### src/rtl/serial_pkg.sv
// Shared serial-link definitions: receiver state encoding and line-level frame constants.
package serial_pkg;

  typedef enum logic [2:0] {
    ST_IDLE      = 3'd0,
    ST_START     = 3'd1,
    ST_DATA      = 3'd2,
    ST_PARITY    = 3'd3,
    ST_STOP      = 3'd4,
    ST_WAIT_IDLE = 3'd5
  } rx_state_t;

  localparam logic START_BIT = 1'b0;
  localparam logic STOP_BIT  = 1'b1;
  localparam logic IDLE_LVL  = 1'b1;

endpackage

### src/rtl/sync_2ff.sv
// Two-flop synchroniser for a single asynchronous bit; resets to the idle line level.
module sync_2ff
  import serial_pkg::*;
(
  input  logic clk_in,
  input  logic rst_in,
  input  logic d,
  output logic q
);

  logic meta_r;
  logic sync_r;

  // Metastability filter chain
  always_ff @(posedge clk_in) begin
    if (rst_in) begin
      meta_r <= IDLE_LVL;
      sync_r <= IDLE_LVL;
    end else begin
      meta_r <= d;
      sync_r <= meta_r;
    end
  end

  assign q = sync_r;

endmodule

### src/rtl/serial_frame_rx.sv
// Parametrised serial frame receiver: start bit, LSB-first payload, optional even parity, stop bit.
// Reports good frames, parity errors and framing errors as one-cycle registered pulses.
module serial_frame_rx
  import serial_pkg::*;
#(
  parameter int PAYLOAD_W    = 162,
  parameter int CLKS_PER_BIT = 868,
  parameter int PARITY_EN    = 1
) (
  input  logic                 clk_in,
  input  logic                 rst_in,
  input  logic                 rx,
  output logic [PAYLOAD_W-1:0] data_out,
  output logic                 ready,
  output logic                 frame_err,
  output logic                 parity_err,
  output logic                 busy
);

  localparam int TW = $clog2(CLKS_PER_BIT);
  localparam int BW = $clog2(PAYLOAD_W + 1);
  localparam logic [TW-1:0] HALF_M1  = TW'(CLKS_PER_BIT / 2 - 1);
  localparam logic [TW-1:0] FULL_M1  = TW'(CLKS_PER_BIT - 1);
  localparam logic [BW-1:0] BIT_LAST = BW'(PAYLOAD_W - 1);

  // Even parity: the payload plus its parity bit must hold an even number of ones.
  function automatic logic parity_bad(input logic [PAYLOAD_W-1:0] payload, input logic par_bit);
    return (^payload) ^ par_bit;
  endfunction

  logic                 rx_sync_s;
  rx_state_t            state_r,    state_s;
  logic [TW-1:0]        timer_r,    timer_s;
  logic [BW-1:0]        bit_cnt_r,  bit_cnt_s;
  logic [PAYLOAD_W-1:0] shift_r,    shift_s;
  logic [PAYLOAD_W-1:0] data_r,     data_s;
  logic                 par_bad_r,  par_bad_s;
  logic                 ready_r,    ready_s;
  logic                 ferr_r,     ferr_s;
  logic                 perr_r,     perr_s;
  logic                 busy_r,     busy_s;

  sync_2ff u_rx_sync (
    .clk_in (clk_in),
    .rst_in (rst_in),
    .d      (rx),
    .q      (rx_sync_s)
  );

  // Next-state, timer, shift register and pulse decode
  always_comb begin
    state_s   = state_r;
    timer_s   = timer_r;
    bit_cnt_s = bit_cnt_r;
    shift_s   = shift_r;
    data_s    = data_r;
    par_bad_s = par_bad_r;
    ready_s   = 1'b0;
    ferr_s    = 1'b0;
    perr_s    = 1'b0;
    case (state_r)
      ST_IDLE: begin
        timer_s = {TW{1'b0}};
        if (rx_sync_s == START_BIT) begin
          state_s   = ST_START;
          bit_cnt_s = {BW{1'b0}};
          par_bad_s = 1'b0;
        end else begin
          state_s = ST_IDLE;
        end
      end
      ST_START: begin
        // Mid-bit check rejects glitches shorter than half a bit
        if (timer_r == HALF_M1) begin
          timer_s = {TW{1'b0}};
          if (rx_sync_s == START_BIT) begin
            state_s = ST_DATA;
          end else begin
            state_s = ST_IDLE;
          end
        end else begin
          timer_s = timer_r + 1'b1;
        end
      end
      ST_DATA: begin
        if (timer_r == FULL_M1) begin
          timer_s                   = {TW{1'b0}};
          shift_s                   = shift_r >> 1;
          shift_s[PAYLOAD_W-1]      = rx_sync_s;
          if (bit_cnt_r == BIT_LAST) begin
            bit_cnt_s = {BW{1'b0}};
            if (PARITY_EN != 0) begin
              state_s = ST_PARITY;
            end else begin
              state_s = ST_STOP;
            end
          end else begin
            bit_cnt_s = bit_cnt_r + 1'b1;
          end
        end else begin
          timer_s = timer_r + 1'b1;
        end
      end
      ST_PARITY: begin
        if (timer_r == FULL_M1) begin
          timer_s   = {TW{1'b0}};
          par_bad_s = parity_bad(shift_r, rx_sync_s);
          state_s   = ST_STOP;
        end else begin
          timer_s = timer_r + 1'b1;
        end
      end
      ST_STOP: begin
        // A low stop bit outranks any parity mismatch
        if (timer_r == FULL_M1) begin
          timer_s = {TW{1'b0}};
          if (rx_sync_s != STOP_BIT) begin
            ferr_s  = 1'b1;
            state_s = ST_WAIT_IDLE;
          end else if (par_bad_r) begin
            perr_s  = 1'b1;
            state_s = ST_IDLE;
          end else begin
            data_s  = shift_r;
            ready_s = 1'b1;
            state_s = ST_IDLE;
          end
        end else begin
          timer_s = timer_r + 1'b1;
        end
      end
      ST_WAIT_IDLE: begin
        if (rx_sync_s == IDLE_LVL) begin
          if (timer_r == FULL_M1) begin
            timer_s = {TW{1'b0}};
            state_s = ST_IDLE;
          end else begin
            timer_s = timer_r + 1'b1;
          end
        end else begin
          timer_s = {TW{1'b0}};
        end
      end
      default: begin
        state_s   = ST_IDLE;
        timer_s   = {TW{1'b0}};
        bit_cnt_s = {BW{1'b0}};
      end
    endcase
    busy_s = (state_s != ST_IDLE);
  end

  // State and output registers
  always_ff @(posedge clk_in) begin
    if (rst_in) begin
      state_r   <= ST_IDLE;
      timer_r   <= {TW{1'b0}};
      bit_cnt_r <= {BW{1'b0}};
      shift_r   <= {PAYLOAD_W{1'b0}};
      data_r    <= {PAYLOAD_W{1'b0}};
      par_bad_r <= 1'b0;
      ready_r   <= 1'b0;
      ferr_r    <= 1'b0;
      perr_r    <= 1'b0;
      busy_r    <= 1'b0;
    end else begin
      state_r   <= state_s;
      timer_r   <= timer_s;
      bit_cnt_r <= bit_cnt_s;
      shift_r   <= shift_s;
      data_r    <= data_s;
      par_bad_r <= par_bad_s;
      ready_r   <= ready_s;
      ferr_r    <= ferr_s;
      perr_r    <= perr_s;
      busy_r    <= busy_s;
    end
  end

  assign data_out   = data_r;
  assign ready      = ready_r;
  assign frame_err  = ferr_r;
  assign parity_err = perr_r;
  assign busy       = busy_r;

endmodule

### config.mk
export PLATFORM = sky130hd
export DESIGN_NAME = serial_frame_rx
export DESIGN_NICKNAME = d
export VERILOG_FILES = /design/src/rtl/serial_pkg.sv /design/src/rtl/sync_2ff.sv /design/src/rtl/serial_frame_rx.sv
export SDC_FILE = /design/constraint.sdc
export NUM_CORES = 1
export LEC_CHECK = 0
export CAP_MARGIN = 20
export CORE_UTILIZATION = 60
export DETAILED_ROUTE_END_ITERATION = 12
export HOLD_SLACK_MARGIN = 0.15
export PLACE_DENSITY_LB_ADDON = 0.25
export SYNTH_ARGS = -nofsm -noshare
export SYNTH_HDL_FRONTEND = slang
export SYNTH_SLANG_ARGS = --single-unit
### constraint.sdc
create_clock -name clk_in -period 3.6 [get_ports clk_in]
set_clock_uncertainty 0.2 [all_clocks]
set_input_delay 0.72 -clock clk_in [delete_from_list [all_inputs] [get_ports clk_in]]
set_output_delay 0.72 -clock clk_in [all_outputs]
set_load 0.02 [all_outputs]
-- Word-level counts from Yosys, hierarchy flattened
Cells that the tools add are included.
- register bits: 352
- bits of input ports: 3
- output and inout port bits: 166
- word-level logic and storage cells: 68
- reduce and logical (&&, ||, !) cells: 12
- $add $sub $neg: 2
- bitwise logic cells: 6
- multiplexer cells: 25
- equal/unequal tests: 11
- operators with widths (cell ; number):
    $reduce_xor A162 Y1 ; 1
    $mux W10 ; 3
    $pmux W10 S3 ; 1
    $mux W3 ; 8
    $mux W8 ; 3
    $pmux W8 S3 ; 1
    $pmux W3 S6 ; 1
    $add A10 B1 Y10 const B ; 1
    $eq A10 B10 Y1 const B ; 1
    $eq A10 B9 Y1 const B ; 1
    $add A8 B1 Y8 const B ; 1
    $eq A8 B8 Y1 const B ; 1
    $reduce_or A4 Y1 ; 2
    $eq A3 B2 Y1 const B ; 2
    $eq A3 B3 Y1 const B ; 2
    $mux W1 ; 6
    $ne A2 B2 Y1 const B ; 3
    $reduce_and A3 Y1 ; 2
    $reduce_or A3 Y1 ; 2
    $not A1 Y1 ; 5
    $reduce_and A4 Y1 ; 1
    $eq A3 B1 Y1 const B ; 1
    $logic_not A3 Y1 ; 1
    $reduce_bool A3 Y1 ; 1
    5 further kinds ; 5

-- Depth between registers and ports, before layout
Gate-level depths: netlist of run 1.
- depth after elaboration: 5
- depth in mapped cells: 12
- depth with buffers taken out: 10

-- Modules after synthesis
From an unflattened synthesis of run 1, not the netlist that was laid out.
- cell total of the unflattened synthesis: 1716
- area, all modules: 13779.5 µm²
- by module, submodules not included (module ; cells an instance ; seq. area each (µm²) ; area an instance (µm²) ; times used):
    serial_frame_rx ; 1712 ; 7006.7 ; 13726.9 ; 1
    sync_2ff ; 4 ; 40.0 ; 52.6 ; 1

-- Worst setup path before layout of run 1
No wires, ideal clock.
- path type: register -> register
- start point: register timer_r[0]
- end point: register data_r[100] (netlist: data_out[100])
- data required time: 3.268 ns
- data arrival time: 2.137 ns
- cell stages (with the launch flop): 13
- path buffers: 3
- setup time: 0.132 ns
- slack: 1.131 ns
- clock period less this slack: 2.469 ns
- cell sequence: dfxtp_1 > ha_1 > nand4bb_4 > nor2_1 > nand3_1 > nor2_1 > nand3_1 > or2_1 > clkbuf_1 > buf_2 > buf_2 > nand2_1 > a21oi_1
- word-level cells in the longest chain between the ends: 2
- RTL lines (element ; RTL line ; text):
    start: declaration ; serial_frame_rx.sv:33 ; logic [TW-1:0] timer_r, timer_s;
    start signal: assignment ; serial_frame_rx.sv:157 ; timer_r <= {TW{1'b0}};
    start signal: assignment ; serial_frame_rx.sv:168 ; timer_r <= timer_s;
    $eq A10 B10 Y1 ; serial_frame_rx.sv:115 ; if (timer_r == FULL_M1) begin
    $reduce_and A4 Y1 (no line) ; -- ;
    end signal: assignment ; serial_frame_rx.sv:160 ; data_r <= {PAYLOAD_W{1'b0}};
    end signal: assignment ; serial_frame_rx.sv:171 ; data_r <= data_s;
    end: declaration ; serial_frame_rx.sv:36 ; logic [PAYLOAD_W-1:0] data_r, data_s;
Every way passes these cells.
A chain may end at the register's enable or synchronous reset.

-- Worst setup path after layout of run 1
- start point: register timer_r[0]
- end point: register data_r[102] (netlist: data_out[102])
The elaborated chain is that of the path after synthesis.

==> metrics.txt, run 1 <==
P_int between 6 and 7 mW; Setup crit end kind flop; pin count of the biggest net entering global routing 158; maximum VDD drop around 350 uV; Worst Path Arrival between 3 and 4 ns; boundary pin count 169; Cell variety after synth 39; Post-Synth Adder-Cell Area 0.00364; 1st-pass router iterations 5; dpl hpwl 19,300 um; DRT antenna net count 0; combinational power share 0.013; Primary FF master, synth dfxtp_1; die footprint 23,600 um^2; Post-synth top cells nand2_1 (658), dfxtp_1 (352), a21oi_1 (330); Warnings, synthesis 0; DR DRC count 0; number of max-cap violations 0; post-synthesis simple-gate area fraction 0.208; count leader, synth nand2_1; Switch Pwr 1.59 mW; Die H about 150 um; main combinational cell family by area after synthesis simple AND/OR/NAND/NOR gates; Worst Hold Class flop to flop; Synth Area in Compound Gates 0.128; initial antenna violation count 0; gpl congestion 0.857; Post-layout nets between 1,500 and 2,000; Req. time, crit path 3.75 ns; Synth-to-Final Area Change 22.1%; Mapped Avg Cell Area 8.00 um^2; TritonCTS Sinks 352; Overflow after GRT 0; clock-pin slew on the worst setup and hold paths 0.06 ns; pwr/cell area between 400 and 500 nW/um^2; Clk pwr share 0.483; achievable frequency 335 MHz; clk_lat worst skew about 0.52 ns; Setup WS pre-CTS between 0.6 and 0.7 ns; post-synthesis cell count 1,720; Hold Buf Count CTS 0; total power 7.76 mW; first-pass GRT wire length 51,600 um; Via density 5.43; Switching Share 0.205; n_diodes 0; Root Driver clkbuf_16; final worst-path cycle share 0.829; Tmin final 2.99 ns; synth top area cells dfxtp_1 (51%), nand2_1 (18%), a21oi_1 (12%), xnor2_1 (9.2%), clkbuf_1 (2.1%); post_cts resized 0; core footprint 22,600 um^2; share of the synthesized area in the top cell type 0.512; post-CTS setup buffer count 0; xor and xnor area share after synthesis 0.114; fin. max-slew vios 0; worst slew pin tran 0.996 ns; detailed router's first-iteration violation count 901; vias in the first global route 10,603; setup ws final 0.614 ns; CP max FO 53; net count after synthesis ~1,700; synthesized flop and latch total 352; via count 11,627; Sequential Power Share 0.504; Max clock buf depth 3; status finished, final reports clean; Cell Rows 55; Total Wirelength approximately 32,000 um; ys async rst share 0; width of the die about 150 um; Post-synth EDFFs 0; Leak 5.36 nW; register area share after synthesis 0.512; RSZ-0062 raised after global routing false; CTS tree done; routed len/inst 14.7 um; post-synth top area cell dfxtp_1; Setup Crit Path Kind flop to flop; Initial Utilization 0.610; H-tree depth 2; Num CTS Buffers 36; I/O Buffers around 170; post-synthesis mux area share 0; Slew HR 0.336; Final Setup Violations 0; Hold Violations, Final 0; layout cells sized above 1 0.0474; CP Launch Type flop; Total Routing Usage GR 0.264; Post-Syn Area 13,800 um^2; Sum Neg Setup Slack 0 ns
-- power by group through the flow --
stage	clock network [mW]	logic (mW)	registers (mW)
after floorplan	0	0.0788	3.99
after detailed placement	0	0.0999	4.00
after global routing	3.97	0.111	3.91
after global placement	0	0.0993	4.00
final	3.75	0.100	3.91
after CTS	3.81	0.100	3.91
-- flip-flops by register name, summed over array words and instances (netlist names) --
signal / cells
state_r: 3
u_rx_sync.meta_r: 1
timer_r: 10
par_bad_r: 1
bit_cnt_r: 8
ready: 1
busy: 1
data_out: 162
parity_err: 1
shift_r: 162
frame_err: 1
u_rx_sync.q: 1
-- metal layers --
layer,wire (um),GRT usage,vias to the layer above
met3,1640,0.0394,66
met4,979,0.103,0
met1,13700,0.344,5511
met2,15300,0.441,327
met5,0,0,-
li1,-,-,5723
-- critical path, stage by stage (launching register included) --
cell and delay [ns]:
dfxtp_1 0.40, ha_1 0.29, nand4bb_4 0.15, nor2_1 0.16, nand3_1 0.21, nor2_1 0.17, nand3_1 0.18, or2_4 0.52
buf_4 0.35, nand2_1 0.12, a21oi_1 0.07
-- cells by family after synthesis --
group                      count (synthesis)
AOI/OAI and AO/OA                        343
xor gates and xnor gates                 175
adders and majority gates                  4
buffers and inverters                    118
DFF                                      352
and+or+nand+nor                          728
-- layout make-up --
type                       instances  area, um^2
clock buffer                      57        1130
clock inverter                     9        88.8
fill                            1667        5760
inverter                           7        26.3
multi-input combinational       1250        6260
sequential                       352        7050
tap                              285         357
timing repair buffer             183        1890
-- final timing paths --
check                   startpoint       endpoint  slack [ns]  depth (start not counted)
setup reg to reg        timer_r[0]  data_out[102]        0.61                         10
setup / recovery        timer_r[0]  data_out[102]        0.61                         10
hold / removal    u_rx_sync.meta_r    u_rx_sync.q        0.21                          1
hold reg to reg   u_rx_sync.meta_r    u_rx_sync.q        0.21                          1
-- per-stage QoR --
stage                     instances  area (um^2)  hold slack (ns)  utilization
final                          2143        16800            0.211        0.745
after global routing           2143        16800            0.221        0.745
after CTS                      2142        16800            0.210        0.743
after detailed placement       2076        15600            0.197        0.689
after global placement         2076        15600            0.197        0.689
after floorplan                1720        13800            0.189            -
-- layout by cell type, fill, tap and decap left out, types with 2 or more instances in the layout --
cell / n
xnor2_2: 2
ha_1: 4
nor4bb_1: 2
xnor3_1: 2
clkinv_2: 2
xor2_1: 26
a21o_1: 2
nor3_1: 2
inv_1: 6
nor2_1: 34
inv_6: 3
buf_12: 6
clkbuf_8: 13
nand3_1: 10
clkbuf_16: 37
nor4_1: 2
o22ai_1: 2
dfxtp_1: 352
or2_2: 2
buf_4: 8
a21oi_1: 330
clkdlybuf4s50_1: 167
nand4_1: 4
o21ai_0: 2
clkinvlp_4: 3
nand2b_1: 4
clkbuf_1: 7
nand2_1: 657
xnor2_1: 145
or3_1: 2
a31oi_1: 2
Note: power is estimated with default switching activity, not from simulation.
==> run 2, diff against run 1 <==
--- a/config.mk
+++ b/config.mk
@@ -6,7 +6,7 @@
 export NUM_CORES = 1
 export LEC_CHECK = 0
 export CAP_MARGIN = 20
-export CORE_UTILIZATION = 60
+export CORE_UTILIZATION = 55
 export DETAILED_ROUTE_END_ITERATION = 12
 export HOLD_SLACK_MARGIN = 0.15
 export PLACE_DENSITY_LB_ADDON = 0.25
==> constraint.sdc (replaced) <==
create_clock -name clk_in -period 2.95 [get_ports clk_in]
set_clock_uncertainty 0.2 [all_clocks]
set_input_delay 0.59 -clock clk_in [delete_from_list [all_inputs] [get_ports clk_in]]
set_output_delay 0.59 -clock clk_in [all_outputs]
set_load 0.02 [all_outputs]
==> metrics.txt, run 2 (same netlist as run 1, synthesis figures left out) <==
Worst Hold Class flop to flop (unchanged); Overflow after GRT 0 (unchanged); Req. time, crit path 3.19 ns (was 3.75 ns); die footprint 25,700 um^2 (was 23,600 um^2); footprint of the multi-input gates 6260 um^2 (unchanged); r2r endpoint bit_cnt_r[5] (was data_out[102]); CTS tree done (unchanged); pin count of the biggest net entering global routing 109 (was 158); Sequential Power Share 0.498 (was 0.504); n_diodes 0 (unchanged); Slew HR 0.565 (was 0.336); maximum VDD drop 362 uV (was 349 uV); Synth-to-Final Area Change 23.2% (was 22.1%); final worst-path cycle share 0.891 (was 0.829); Worst R2R Setup Slack 0.32 ns (was 0.61 ns); width of the die 160 um (was 153 um); layout cells sized above 1 0.0484 (was 0.0474); clk_lat worst skew 0.51 ns (was 0.52 ns); Hold Path Depth 1 (unchanged); clock-pin slew on the worst setup and hold paths 0.06 ns (about the same); CP max FO 7 (was 53); DRT antenna net count 0 (unchanged); WHS Endpoint u_rx_sync.q (unchanged); Num CTS Buffers 37 (was 36); via count 11,421 (was 11,627); crit path from timer_r[0] (unchanged); Setup crit end kind flop (unchanged); most common cell after layout, fill and taps aside nand2_1 (unchanged); Final Setup Violations 0 (unchanged); detailed router's first-iteration violation count 810 (was 901); Total Wirelength 31,000 um (was 31,500 um); worst slew pin tran 0.652 ns (was 0.996 ns); post-CTS setup buffer count 0 (unchanged); Filler Cells Inserted 1,934 (was 1,667); gpl congestion 0.769 (was 0.857); pwr/cell area 565 nW/um^2 (was 462 nW/um^2); 1st-pass router iterations 5 (unchanged); RSZ-0062 raised after global routing false (unchanged); Sum Neg Setup Slack 0 ns (unchanged); Initial Utilization 0.563 (was 0.610); Max clock buf depth 3 (unchanged); Via density 5.23 (was 5.43); Post-layout nets 1,841 (was 1,837); number of max-cap violations 0 (unchanged); sequential cell area 7050 um^2 (unchanged); Cell Rows 57 (was 55); total power 9.59 mW (was 7.76 mW); dpl hpwl 19,400 um (was 19,300 um); Hold Buf Count CTS 0 (unchanged); commonest cells after routing, fill and taps aside nand2_1 (657), dfxtp_1 (352), a21oi_1 (330) (unchanged); first-pass GRT wire length 50,500 um (was 51,600 um); Tmin final 2.63 ns (was 2.99 ns); vias in the first global route 10,371 (was 10,603); TritonCTS Sinks 352 (unchanged); CP Launch Type flop (unchanged); fin. max-slew vios 0 (unchanged); achievable frequency 380 MHz (was 335 MHz); post_cts resized 0 (unchanged); Die H 160 um (was 153 um); combinational power share 0.013 (about the same); boundary pin count 169 (unchanged); H-tree depth 2 (unchanged); setup ws final 0.322 ns (was 0.614 ns); initial antenna violation count 0 (unchanged); Reg2Reg Depth 9 (was 10); Setup WS pre-CTS 0.365 ns (was 0.654 ns); P_int 7.65 mW (was 6.17 mW); Root Driver clkbuf_16 (unchanged); Switching Share 0.202 (was 0.205); DR DRC count 0 (unchanged); status finished, final reports clean (unchanged); RR Startpoint timer_r[0] (unchanged); Leak 5.42 nW (was 5.36 nW); core footprint 24,500 um^2 (was 22,600 um^2); I/O Buffers 168 (unchanged); Hold Violations, Final 0 (unchanged); hold path startpoint u_rx_sync.meta_r (unchanged); routed len/inst 14.2 um (was 14.7 um); Clk pwr share 0.489 (was 0.483); Worst Path Arrival 2.87 ns (was 3.13 ns); Switch Pwr 1.94 mW (was 1.59 mW); Setup Crit Path Kind flop to flop (unchanged); Total Routing Usage GR 0.236 (was 0.264)
==> run 2: changes by cell type in the layout (fill, tap and decap cells not counted), sizes merged <==
cell / previous run / this run
bufinv: 1 / 3
clkinvlp: 3 / 1
clkbuf: 57 / 53
buf: 16 / 19
inv: 10 / 9
clkinv: 2 / 6
==> run 2: cell type report <==
cell class,count,share of cell area
Clock buffer,53,0.0648
Clock inverter,12,0.00871
Inverter,7,0.00155
Multi-Input combinational cell,1250,0.369
Sequential cell,352,0.415
Tap cell,324,0.0239
Timing Repair Buffer,186,0.116
==> run 2: metrics by stage <==
step	instance area, um^2	cells	hold WS (ns)	utilization
after detailed placement	15700	2119	0.203	0.642
after global placement	15700	2119	0.210	0.642
final	17000	2184	0.226	0.693
after CTS	17000	2184	0.225	0.693
after floorplan	13800	1720	0.189	-
after global routing	17000	2184	0.251	0.693
==> run 2: worst max-delay path: stages (launching register included) <==
cell,delay [ns]
dfxtp_1,0.39
ha_1,0.31
nand4bb_4,0.15
nor4b_4,0.37
a21oi_1,0.14
o22ai_2,0.30
and3_1,0.27
nand4_1,0.14
xor2_1,0.17
nor2_1,0.12
==> run 2: power groups by stage <==
stage | combinational, mW | clock [mW] | sequential (mW)
floorplan | 0.0962 | 0 | 4.87
global placement | 0.123 | 0 | 4.88
detailed placement | 0.124 | 0 | 4.88
CTS | 0.124 | 4.76 | 4.77
global route | 0.135 | 4.99 | 4.77
finish | 0.124 | 4.69 | 4.77
==> run 2: worst max-delay path by stage <==
stage	slack, ns	to
after global routing	0.1	data_out[83]
after CTS	0.32	bit_cnt_r[5]
final	0.32	bit_cnt_r[5]
after detailed placement	0.37	par_bad_r
after floorplan	0.48	data_out[100]
after global placement	0.39	par_bad_r
==> run 2: layer usage <==
layer	vias to the layer above	share of wire	GRT usage
met5	-	0	0
met4	0	0.024	0.0775
met3	56	0.053	0.0423
met2	298	0.48	0.395
met1	5323	0.44	0.307
li1	5744	-	-
==> run 3, diff against run 2 <==
--- a/config.mk
+++ b/config.mk
@@ -6,8 +6,9 @@
 export NUM_CORES = 1
 export LEC_CHECK = 0
 export CAP_MARGIN = 20
-export CORE_UTILIZATION = 55
+export CORE_UTILIZATION = 63
 export DETAILED_ROUTE_END_ITERATION = 12
+export DONT_BUFFER_PORTS = 1
 export HOLD_SLACK_MARGIN = 0.15
 export PLACE_DENSITY_LB_ADDON = 0.25
 export SYNTH_ARGS = -nofsm -noshare
==> metrics.txt, run 3 (same netlist as run 1, synthesis figures left out) <==
vias in the first global route 10,550 (was 10,371); pin count of the biggest net entering global routing 337 (was 109); maximum VDD drop 541 uV (was 362 uV); core footprint 21,200 um^2 (was 24,500 um^2); CP Launch Type flop (unchanged); number of max-cap violations 0 (unchanged); width of the die 150 um (was 160 um); Post-Layout Cell Count 2,135 (was 2,184); Worst R2R Setup Slack 0.07 ns (was 0.32 ns); detailed router's first-iteration violation count 794 (was 810); most common cell after layout, fill and taps aside nand2_1 (unchanged); die footprint 22,400 um^2 (was 25,700 um^2); Die H 150 um (was 160 um); Total Wirelength 33,500 um (was 31,000 um); clock-pin slew on the worst setup and hold paths 0.06 ns (about the same); commonest cells after routing, fill and taps aside nand2_1 (657), dfxtp_1 (350), a21oi_1 (328) (was nand2_1 (657), dfxtp_1 (352), a21oi_1 (330)); first-pass GRT wire length 50,000 um (was 50,500 um); pwr/cell area 541 nW/um^2 (was 565 nW/um^2); CP max FO 49 (was 7); cell chain of the critical path ha_4 > nand4bb_4 > nor2_2 > nand3_1 > buf_4 > nor3_4 > buf_12 > buf_12 > nand2_1 > a21oi_1 > dlygate4sd3_1 (was ha_1 > nand4bb_4 > nor4b_4 > a21oi_1 > o22ai_2 > and3_1 > nand4_1 > xor2_1 > nor2_1); placed cells 1,902 (was 2,119); initial antenna violation count 0 (unchanged); clk_lat worst skew 0.51 ns (about the same); Post-layout nets 1,845 (was 1,841); 1st-pass router iterations 5 (unchanged); Via density 5.50 (was 5.23); Root Driver clkbuf_16 (unchanged); Max clock buf depth 3 (unchanged); boundary pin count 169 (unchanged); DRT antenna net count 0 (unchanged); worst slew pin tran 0.849 ns (was 0.652 ns); Sum Neg Setup Slack 0 ns (unchanged); gpl congestion 0.852 (was 0.769); I/O Buffers 0 (was 168); Tmin final 2.88 ns (was 2.63 ns); achievable frequency 348 MHz (was 380 MHz); TritonCTS Sinks 352 (unchanged); Hold Violations, Final 0 (unchanged); worst stage delay on the critical path 0.59 ns (was 0.39 ns); status finished, final reports clean (unchanged); Cell Rows 53 (was 57); routed len/inst 15.7 um (was 14.2 um); fin. max-slew vios 0 (unchanged); CTS tree done (unchanged); total power 9.11 mW (was 9.59 mW); Initial Utilization 0.649 (was 0.563); H-tree depth 2 (unchanged); layout cells sized above 1 0.0484 (unchanged); final worst-path cycle share 0.975 (was 0.891); Synth-to-Final Area Change 22.4% (was 23.2%); Worst Hold Class primary input to flop (was flop to flop); Worst Path Arrival 3.13 ns (was 2.87 ns); Setup crit end kind flop (unchanged); DR DRC count 0 (unchanged); Layout Utilization 0.794 (was 0.693); Critical Path Slowest Stage Cell dlygate4sd3_1 (was dfxtp_1); Setup Crit Path Kind flop to flop (unchanged); Filler Cells Inserted 1,431 (was 1,934); Leak 5.96 nW (was 5.42 nW); Req. time, crit path 3.20 ns (was 3.19 ns); Num CTS Buffers 36 (was 37); via count 11,749 (was 11,421); Critical Path Most Common Cell buf_12; Total Routing Usage GR 0.273 (was 0.236); Final Setup Violations 0 (unchanged); n_diodes 0 (unchanged); Overflow after GRT 0 (unchanged); Slew HR 0.434 (was 0.565); dpl hpwl 18,600 um (was 19,400 um)
-- run 3: changes by cell type in the layout (fill, tap and decap cells not counted), moves of 2 or more --
| cell | before | now |
|---|---|---|
| dfxtp_1 | 352 | 350 |
| dlygate4sd3_1 | 0 | 172 |
| a21oi_1 | 330 | 328 |
| bufinv_16 | 3 | 1 |
| nor2_2 | 0 | 2 |
| nor2_1 | 34 | 32 |
| a21oi_2 | 0 | 2 |
| clkbuf_1 | 7 | 10 |
| clkdlybuf4s50_1 | 167 | 0 |
| clkbuf_16 | 39 | 37 |
-- run 3: report_power, final --
group,internal [mW],switching (mW)
Combinational,0.0240,0.0238
Clock,2.53,1.76
Sequential,4.76,0.0159
-- run 3: critical path, delay by kind of cell, from the launching register on --
kind,cells,cell delay [ns]
AO/OA/AOI/OAI,1,0.15
flip-flops,1,0.38
buffers and inverters,4,1.15
AND/OR/NAND/NOR,5,0.74
adder cells (fa/ha/maj),1,0.17
-- run 3: final cells by class --
| cell class | instances | area (um^2) | share of cell area |
|---|---|---|---|
| multi-input cells | 1250 | 6290 | 0.374 |
| well taps | 275 | 344 | 0.0204 |
| repair buffers | 191 | 2020 | 0.120 |
| clock inverters | 7 | 60.1 | 0.00357 |
| flip-flops and latches | 352 | 7050 | 0.419 |
| clock buffers | 53 | 1050 | 0.0621 |
| inverters | 7 | 26.3 | 0.00156 |
-- run 3: layer usage --
layer / global-route usage / vias to the layer above / wire length (um)
li1: - / 5749 / -
met1: 0.332 / 5527 / 13300
met2: 0.462 / 384 / 16700
met3: 0.0622 / 89 / 2300
met4: 0.115 / 0 / 1170
met5: 0 / - / 0
-- run 3: final timing paths --
path         startpoint  cells past startpoint             to
max          timer_r[0]                     11    shift_r[48]
min              rst_in                      1  data_out[159]
max reg2reg  timer_r[0]                     11    shift_r[48]
min reg2reg  timer_r[0]                      1     timer_r[0]
-- run 3: timing repair --
| action | 4_1_cts | 5_1_grt |
|---|---|---|
| hold buffers | 63 | 109 |
| gates resized for setup | 0 | 11 |
| buffers inserted | 0 | 1 |
| endpoints found under the hold margin | 333 | 271 |
| endpoints found under the setup margin | 0 | 56 |
-- run 3: through the flow --
stage	worst slack [ns]	cell area, um^2	hold slack [ns]
floorplan	0.481	13800	0.189
global placement	0.419	14000	0.196
detailed placement	0.359	14000	0.197
CTS	0.0134	15700	-0.0351
global route	-0.0784	16800	-0.0235
finish	0.0747	16800	0.0653
